--- src/rtl/fifo_axi_drain.sv ---
// Drains {addr, line} entries from a show-ahead FIFO into single AXI4 INCR write bursts.
// One transaction is in flight at a time; a non-OKAY write response sets a sticky error flag.
module fifo_axi_drain #(
  parameter int ADDR_WIDTH     = 32,
  parameter int LINE_WIDTH     = 128,
  parameter int AXI_DATA_WIDTH = 32,
  parameter int AXI_ID         = 0
) (
  input  logic                           clk,
  input  logic                           rst,
  input  logic                           fifo_empty,
  input  logic [ADDR_WIDTH+LINE_WIDTH-1:0] fifo_data,
  output logic                           fifo_pop,
  output logic                           awvalid,
  input  logic                           awready,
  output logic [ADDR_WIDTH-1:0]          awaddr,
  output logic [7:0]                     awlen,
  output logic [2:0]                     awsize,
  output logic [1:0]                     awburst,
  output logic [3:0]                     awid,
  output logic                           wvalid,
  input  logic                           wready,
  output logic [AXI_DATA_WIDTH-1:0]      wdata,
  output logic [AXI_DATA_WIDTH/8-1:0]    wstrb,
  output logic                           wlast,
  input  logic                           bvalid,
  output logic                           bready,
  input  logic [1:0]                     bresp,
  output logic                           busy,
  output logic                           bus_err
);

  localparam int BEATS = LINE_WIDTH / AXI_DATA_WIDTH;
  localparam int OFFS  = $clog2(LINE_WIDTH / 8);
  localparam int BW    = (BEATS > 1) ? $clog2(BEATS) : 1;
  localparam logic [BW-1:0] LAST_BEAT = BW'(BEATS - 1);
  localparam logic [ADDR_WIDTH-1:0] OFFS_MASK = ADDR_WIDTH'((64'd1 << OFFS) - 64'd1);

  typedef enum logic [1:0] {
    IDLE    = 2'd0,
    SEND_AW = 2'd1,
    SEND_W  = 2'd2,
    WAIT_B  = 2'd3
  } state_t;

  state_t state, state_next;

  logic [ADDR_WIDTH-1:0] addr_q;
  logic [LINE_WIDTH-1:0] line_q;
  logic [BW-1:0]         beat;
  logic                  beat_is_last;

  logic [BEATS-1:0][AXI_DATA_WIDTH-1:0] line_beats;

  assign line_beats   = line_q;
  assign beat_is_last = (beat == LAST_BEAT);

  always_ff @(posedge clk) begin
    if (rst) begin
      state <= IDLE;
    end else begin
      state <= state_next;
    end
  end

  always_comb begin
    state_next = state;
    unique case (state)
      IDLE:    if (!fifo_empty)                state_next = SEND_AW;
      SEND_AW: if (awready)                    state_next = SEND_W;
      SEND_W:  if (wready && beat_is_last)     state_next = WAIT_B;
      WAIT_B:  if (bvalid)                     state_next = IDLE;
      default:                                 state_next = IDLE;
    endcase
  end

  // Pop is gated by rst so a reset cycle never consumes an entry.
  always_comb begin
    fifo_pop = 1'b0;
    awvalid  = 1'b0;
    wvalid   = 1'b0;
    wlast    = 1'b0;
    bready   = 1'b0;
    busy     = 1'b1;
    unique case (state)
      IDLE: begin
        fifo_pop = !fifo_empty && !rst;
        busy     = 1'b0;
      end
      SEND_AW: awvalid = 1'b1;
      SEND_W: begin
        wvalid = 1'b1;
        wlast  = beat_is_last;
      end
      WAIT_B:  bready = 1'b1;
      default: busy = 1'b0;
    endcase
  end

  // The captured entry and beat index only move at handshakes, keeping awaddr/wdata stable under stalls.
  always_ff @(posedge clk) begin
    if (rst) begin
      addr_q  <= '0;
      line_q  <= '0;
      beat    <= '0;
      bus_err <= 1'b0;
    end else begin
      if (fifo_pop) begin
        addr_q <= fifo_data[ADDR_WIDTH+LINE_WIDTH-1 -: ADDR_WIDTH];
        line_q <= fifo_data[LINE_WIDTH-1:0];
      end
      if (state == SEND_AW && awready) begin
        beat <= '0;
      end else if (state == SEND_W && wready && !beat_is_last) begin
        beat <= beat + 1'b1;
      end
      if (state == WAIT_B && bvalid && bresp != 2'b00) begin
        bus_err <= 1'b1;
      end
    end
  end

  assign awaddr  = addr_q & ~OFFS_MASK;
  assign wdata   = line_beats[beat];
  assign awlen   = 8'(BEATS - 1);
  assign awsize  = 3'($clog2(AXI_DATA_WIDTH / 8));
  assign awburst = 2'b01;
  assign awid    = 4'(AXI_ID);
  assign wstrb   = '1;

endmodule

--- config.mk ---
export PLATFORM = sky130hd
export DESIGN_NAME = fifo_axi_drain
export DESIGN_NICKNAME = d
export VERILOG_FILES = /design/src/rtl/fifo_axi_drain.sv
export SDC_FILE = /design/constraint.sdc
export NUM_CORES = 1
export LEC_CHECK = 0
export ABC_AREA = 0
export BUFFER_PORTS_ARGS = -buffer_cell sky130_fd_sc_hd__buf_2
export CORE_MARGIN = 5
export CORE_UTILIZATION = 53
export CTS_CLUSTER_DIAMETER = 200
export DETAILED_ROUTE_END_ITERATION = 10
export PLACE_DENSITY_LB_ADDON = 0.12
export SYNTH_ARGS = -nofsm -noshare
export SYNTH_HDL_FRONTEND = slang
export SYNTH_SLANG_ARGS = --single-unit
--- constraint.sdc ---
create_clock -name clk -period 4 [get_ports clk]
set_input_delay 0.8 -clock clk [delete_from_list [all_inputs] [get_ports clk]]
set_output_delay 0.8 -clock clk [all_outputs]
set_load 0.01 [all_outputs]
Yosys cells after proc, flatten, opt, wreduce, memory -nomap -nowiden --
Cells that the tools add are included.
Storage, ports and cells: word-level logic and storage cells 42, memories 0, input bits 168, bits in latches 0, ROM bits 0, bits in writable memories 0, register bits 165
Operators by class: muxes and demuxes 13, reductions and logical operators 14, bitwise operators 0, add/sub/neg operators 1, order comparisons 1, equality and inequality tests 8, shift-type cells 0, multipliers 0, divide/modulo/power cells 0
Operator list (number):
- 32-bit binary-select mux with 2-bit select | 1
- 32-bit 2-to-1 mux | 1
- 2-bit 2-to-1 mux | 4
- 2-bit != test, second input constant | 4
- 2-bit case mux with 4 select lines | 1
- 1-bit logical AND | 7
- 2-bit equality test, second input constant | 3
- 1-bit 2-to-1 mux | 6
- 4-bit AND reduction | 1
- 1-bit logical NOT | 3
- 2-bit by 3-bit < comparator with 1-bit output, second input constant | 1
- 2-bit by 1-bit adder with 2-bit output, second input constant | 1
- 2-bit by 1-bit equality test with 1-bit output, second input constant | 1
- 2-bit logical NOT | 1
- 2-bit nonzero test | 1
- 2-bit OR reduction | 1

Depth between registers and ports, before layout --
Gate-level depths: netlist of run 1.
depth in word-level cells 4, mapped depth 7

Worst setup path after synthesis of run 1 --
OpenSTA, ideal clock, no wires.
path type input-to-output, start point input rst, end point output fifo_pop, slack 1.837 ns, cell stages on the path 3, buffers on the path 2, arrival time 1.363 ns, required time 3.200 ns, path through clkbuf_1 > clkbuf_1 > nor2_1
Between the ends: cells in the longest elaborated chain, start to end 3
Ends and longest elaborated chain:
- start, declared | RTL line 10 | input logic rst,
- 1-bit logical NOT | RTL line 87 | fifo_pop = !fifo_empty && !rst;
- 1-bit logical AND | RTL line 87
- 1-bit 2-to-1 mux | RTL line 85 | unique case (state)
- end, declared | RTL line 13 | output logic fifo_pop,
Every way passes these cells.

Final worst setup path of run 1 --
start point register state[0], end point output fifo_pop
Between the ends: cells in the longest elaborated chain, start to end 2
Ends and longest elaborated chain:
- start, declared | RTL line 46 | state_t state, state_next;
- start signal, assigned | RTL line 62 | state <= state_next;
- 2-bit logical NOT | RTL line 85
- 1-bit 2-to-1 mux | RTL line 85
Every way passes these cells.

==> key figures, run 1 <==
Synthesis
  • Yosys cell types: 25
  • Post-synthesis sequential area ratio: 48.21%
  • Post-Syn Area: 6685 µm²
  • Compound-cell area share of the yosys netlist: 12.48%
  • Post-Synth Adder-Cell Area: 0.9358%
  • Synth warn: 0
  • Xor/xnor share of the synthesized area: 0.1310%
  • Largest family of logic cells by synthesized area: simple AND/OR/NAND/NOR gates
  • Multiplexer share of the synthesized area: 11.08%
  • Post-synthesis simple-gate area fraction: 18.51%
  • Syn avg cell area: 8.571 µm²
  • Number of synthesized register bits: 161
  • Cell count after synthesis: 780

Critical path
  • WP data arrival: 2.00 ns
  • Max FO, Critical Path: 63
  • Startpoint types: flop
  • Largest delay contributor family on the critical path: simple AND/OR/NAND/NOR gates
  • Kind of critical path: flop to primary output
  • CP Buf/Inv Count: 2
  • Critical Path Start: state[0]
  • Crit. End Element: primary output
  • WP data required: 3.20 ns
  • Reg-to-Reg Start: state[0]
  • Crit-path cells: inv_1 -> ha_1 -> nand2b_4 -> nor2_1 -> buf_2
  • CP max stage delay: 0.56 ns
  • Max stage delay cell, worst path: nand2b_4

Placement
  • Number of port buffers: 230
  • Final Wtd Congestion: 0.8123
  • Total placed cells including tap cells: 1127
  • DP HPWL: 11250 µm
  • Placed Area: 7679 µm²

Timing
  • # setup viols final: 0
  • Final Critical Period: 2.798 ns
  • Crit share post-route: 69.95%
  • RSZ-0062 raised after global routing: no
  • Setup TNS: 0 ns
  • Least-Margin Pin Slew: 0.9787 ns
  • Fmax: 357.4 MHz
  • Slew Limit Fails: 0
  • Rel. slew slack: 34.75%
  • Hold violation count in the final report: 0
  • Final Skew: 0.004458 ns

Run
  • Maximum capacitance violations: 0

Pwr
  • Lkg Pwr: 3.578 nW
  • Power Dens Cells: 593.8 nW/µm²
  • Total power: 0.004860 W
  • Peak supply drop: 0.6227 mV

Drt
  • Final wirelength: 16580 µm
  • 1st-iter DRT viols: 460
  • Vias: 5737
  • Vias/cell: 4.967
  • Post-route ant nets: 0
  • Iteration count of the initial detailed-routing pass: 4
  • Wirelength per Cell: 14.36 µm
  • DRC violations left: 0

Global routing
  • Largest net degree at the start of global routing: 88
  • Overflow after GRT: 0
  • Vias in the first global route: 5501
  • Total GRT Usage: 22.40%
  • Initial antenna violation count: 2
  • Global-route wire length before repair: 26500 µm

Die
  • Die W: 122.3 µm
  • Core area: 12520 µm²
  • Die Y: 122.3 µm
  • Initial Utilization: 53.41%
  • I/O pin total: 260
  • Die Area: 14960 µm²
  • # rows: 41

Worst hold path
  • Worst Hold Class: flop to flop
  • Hold wc startpoint: bus_err

Layout
  • Utilization after layout: 65.38%
  • Post-route cell area: 8184 µm²
  • Commonest non-fill, non-tap cell in the layout: nand2_1
  • Share of cells above drive strength 1: 30.28%
  • Final Net Count: 1147
  • Post-route insts no fill: 1155
  • Syn-to-layout area delta: 22.42%
  • Most frequent cells in the layout: 316 x nand2_1, 229 x buf_2, 159 x dfxtp_1, 157 x a21oi_1, 32 x mux4_2

Clocking
  • CTS clock-pin slew for the worst setup and hold paths: 0.06 ns
  • CTS buffer count: 17
  • CTS sink count: 161
  • CTS resizes: 0
  • H-tree Lvls: 4
  • Clk Latency, worst-skew pair: 0.41 ns
  • Setup Buffers After CTS: 0
  • Max Root-Sink Buffers: 2
  • Clock Root Buffer: clkbuf_16
  • CTS tree: yes
  • CTS Hold Bufs: 0

Run status
  • Status: finished, final reports clean
-- where the power goes --
group          total, W  internal (W)  switching (W)  leakage (nW)
Combinational   0.00140      0.000554       0.000846          2.01
Sequential      0.00206       0.00190       0.000153          1.32
Clock           0.00140      0.000837       0.000566         0.247
Total           0.00486       0.00329        0.00157          3.58
-- cell usage after synthesis, drive strengths merged --
cell type,count,area (µm²)
a21oi,157,785.8
mux4,32,720.7
nor2b,2,12.51
and2b,1,7.510
nand2,316,1186
a2111oi,1,15.01
ha,5,62.56
nand2b,1,6.260
and2,1,6.260
xor2,1,8.760
clkbuf,17,63.81
o21ba,1,10.01
buf,68,488.0
dfxtp,161,3223
inv,5,18.77
a21boi,1,7.510
conb,2,7.510
nand3b,1,7.510
o211ai,1,7.510
mux2i,2,20.02
o41ai,1,8.760
nor2,3,11.26
-- layer usage --
layer	up-vias	routed length, µm	track usage [%]
li1	2907	-	-
met1	2641	7005	28.52
met2	172	8093	34.87
met3	15	1301	8.618
met4	2	167	7.978
met5	-	13	0
-- per-stage QoR --
step / setup WS, ns / hold slack (ns)
CTS: 1.143 / 0.4483
detailed placement: 1.404 / 0.4383
floorplan: 1.837 / 0.4331
global placement: 1.420 / 0.4318
global route: 1.009 / 0.4673
finish: 1.202 / 0.4469
-- cell families (layout without fill, tap and decap cells) --
group                      count (synthesis)  count (layout)
buffers and inverters                     90             268
xor gates and xnor gates                   1               1
DFF                                      161             161
and+or+nand+nor                          325             325
muxes                                     34              34
AOI/OAI and AO/OA                        162             162
adders and majority gates                  5               5
other                                      2              27
-- path summary, 6_finish.rpt --
kind | endpoint | slack (ns) | depth (start not counted)
max | fifo_pop | 1.20 | 5
min | bus_err | 0.45 | 2
max reg2reg | line_beats[69] | 1.69 | 6
min reg2reg | bus_err | 0.45 | 2
-- area by class of cell --
type	instances	area, µm²
tap	172	215.2
fill	1204	4333
timing repair buffer	237	1231
clock inverter	1	5.005
antenna	2	5.005
sequential	161	3226
inverter	5	18.77
clock buffer	25	495.5
multi-input combinational	552	2988
-- state kept, by name (all words and copies together), names as in the netlist --
signal	flops
addr_q	28
bus_err	1
state	2
line_beats	128
beat	2
-- worst reg2reg max path, stage by stage, from the launching register on --
cell and delay (ns):
dfxtp_1 0.39, inv_1 0.08, ha_1 0.29, nand2b_4 0.56
buf_4 0.60, nand2_1 0.14, a21oi_1 0.17
(Power assumes the default switching activity.)
==> run 2, diff against run 1 <==
Settings changed: CORE_UTILIZATION 53 to 49.
Clock period 4 ns to 2.9 ns, I/O delays scaled along.
==> key figures, run 2 (synthesis gave the netlist of run 1 again) <==
Clocking
  • CTS clock-pin slew for the worst setup and hold paths: 0.06 ns
  • Clk Latency, worst-skew pair: 0.41 ns
  • Max Root-Sink Buffers: 2
  • CTS buffer count: 17
  • CTS resizes: 0
  • CTS Hold Bufs: 0
  • H-tree Lvls: 4
  • Clock Root Buffer: clkbuf_16
  • CTS sink count: 161
  • CTS tree: yes
  • Setup Buffers After CTS: 0

Layout
  • Commonest non-fill, non-tap cell in the layout: nand2_1
  • Max reg flops: 128
  • Post-route cell area: 8314 µm²
  • Share of cells above drive strength 1: 30.90%
  • Most frequent cells in the layout: 316 x nand2_1, 229 x buf_2, 159 x dfxtp_1, 157 x a21oi_1, 32 x mux4_2
  • Post-route insts no fill: 1163
  • Final Net Count: 1147
  • Antenna Cells: 0
  • Utilization after layout: 62.54%
  • Syn-to-layout area delta: 24.37%

Timing
  • RSZ-0062 raised after global routing: no
  • Setup ws final: 0.4544 ns
  • Final Skew: 0.005815 ns
  • Slew Limit Fails: 0
  • Setup TNS: 0 ns
  • Final Critical Period: 2.446 ns
  • Hold violation count in the final report: 0
  • Crit share post-route: 84.33%
  • Least-Margin Pin Slew: 0.6760 ns
  • Fmax: 408.9 MHz
  • Rel. slew slack: 54.94%
  • # setup viols final: 0

Critical path
  • Kind of critical path: flop to primary output
  • FF-to-FF setup slack: 0.95 ns
  • Max FO, Critical Path: 16
  • Worst r2r dst: line_beats[38]
  • Reg-to-Reg Start: state[0]
  • WP data required: 2.32 ns
  • Crit. End Element: primary output
  • WP data arrival: 1.87 ns
  • Reg2reg path depth: 6
  • Startpoint types: flop

Pwr
  • Peak supply drop: 0.5403 mV
  • Lkg Pwr: 3.627 nW
  • Power Dens Cells: 841.6 nW/µm²

Die
  • Die Y: 126.8 µm
  • Core area: 13300 µm²
  • # rows: 42
  • Initial Utilization: 50.28%
  • Die W: 126.8 µm
  • Die Area: 16080 µm²
  • I/O pin total: 260

Worst hold path
  • Hold path cells: 3
  • Worst Hold Class: primary input to flop
  • Hold wc startpoint: fifo_data[135]
  • Hold Crit Endpoint: addr_q[7]

Drt
  • DRC violations left: 0
  • Vias: 5648
  • 1st-iter DRT viols: 436
  • Iteration count of the initial detailed-routing pass: 4
  • Post-route ant nets: 0
  • Wirelength per Cell: 14.50 µm
  • Vias/cell: 4.856
  • Final wirelength: 16870 µm

Placement
  • Placed Area: 7721 µm²
  • Worst slack, placed: 0.8597 ns
  • DP HPWL: 11170 µm
  • Number of port buffers: 230
  • Total placed cells including tap cells: 1131
  • Final Wtd Congestion: 0.7978

Run status
  • Status: finished, final reports clean

Run
  • Maximum capacitance violations: 0

Global routing
  • Overflow after GRT: 0
  • Vias in the first global route: 5509
  • Initial antenna violation count: 1
  • Global-route wire length before repair: 26650 µm
  • Largest net degree at the start of global routing: 157
  • Total GRT Usage: 20.48%
run 2: changes by cell type in the layout (fill, tap and decap cells not counted):
| cell | before | now |
|---|---|---|
| clkinvlp_4 | 0 | 4 |
| clkbuf_1 | 4 | 2 |
| buf_4 | 6 | 3 |
| diode_2 | 2 | 0 |
| clkinv_2 | 1 | 3 |
| buf_12 | 2 | 5 |
| bufinv_16 | 0 | 2 |
run 2: critical path, cell delays in order (launching register included):
cell	delay, ns
dfxtp_2	0.37
buf_4	0.34
mux4_2	0.57
buf_2	0.16
run 2: layout make-up:
class                      count  area (µm²)
multi-input combinational    552        2988
sequential                   161        3226
tap                          176       220.2
fill                        1197        4981
clock inverter                 9       105.1
inverter                       5       18.77
timing repair buffer         237        1269
clock buffer                  23       488.0
run 2: power breakdown:
part / switching (W) / leakage, nW / total [W] / internal (W)
Combinational: 0.00118 / 2.02 / 0.00197 / 0.000783
Clock: 0.000853 / 0.281 / 0.00221 / 0.00135
Sequential: 0.000199 / 1.32 / 0.00282 / 0.00263
Total: 0.00224 / 3.63 / 0.00700 / 0.00476
run 2: worst max path at each step:
| stage | startpoint | slack, ns | cells past startpoint | endpoint |
|---|---|---|---|---|
| floorplan | beat[0] | 1.09 | 3 | wdata[0] |
| global placement | beat[0] | 0.86 | 3 | wdata[30] |
| CTS | beat[0] | 0.40 | 3 | wdata[30] |
| detailed placement | beat[0] | 0.86 | 3 | wdata[30] |
| global route | beat[0] | 0.36 | 3 | wdata[30] |
| finish | beat[0] | 0.45 | 3 | wdata[30] |
run 2: routing by layer:
metal	part of all wire, %	wire length [µm]	up-vias	global-route usage [%]
met2	47	7900	190	31.69
li1	-	-	2904	-
met4	0.72	121	2	6.120
met1	43	7256	2540	26.60
met3	9.4	1578	12	8.113
met5	0.065	11	-	0
run 2: stage by stage:
| stage | power [W] | hold slack, ns |
|---|---|---|
| 5_1_grt | 0.007433 | 0.3777 |
| 2_1_floorplan | 0.004376 | 0.4331 |
| 3_5_place_dp | 0.004860 | 0.4430 |
| 3_3_place_gp | 0.004830 | 0.4369 |
| 6_report | 0.006998 | 0.3941 |
| 4_1_cts | 0.007082 | 0.3717 |
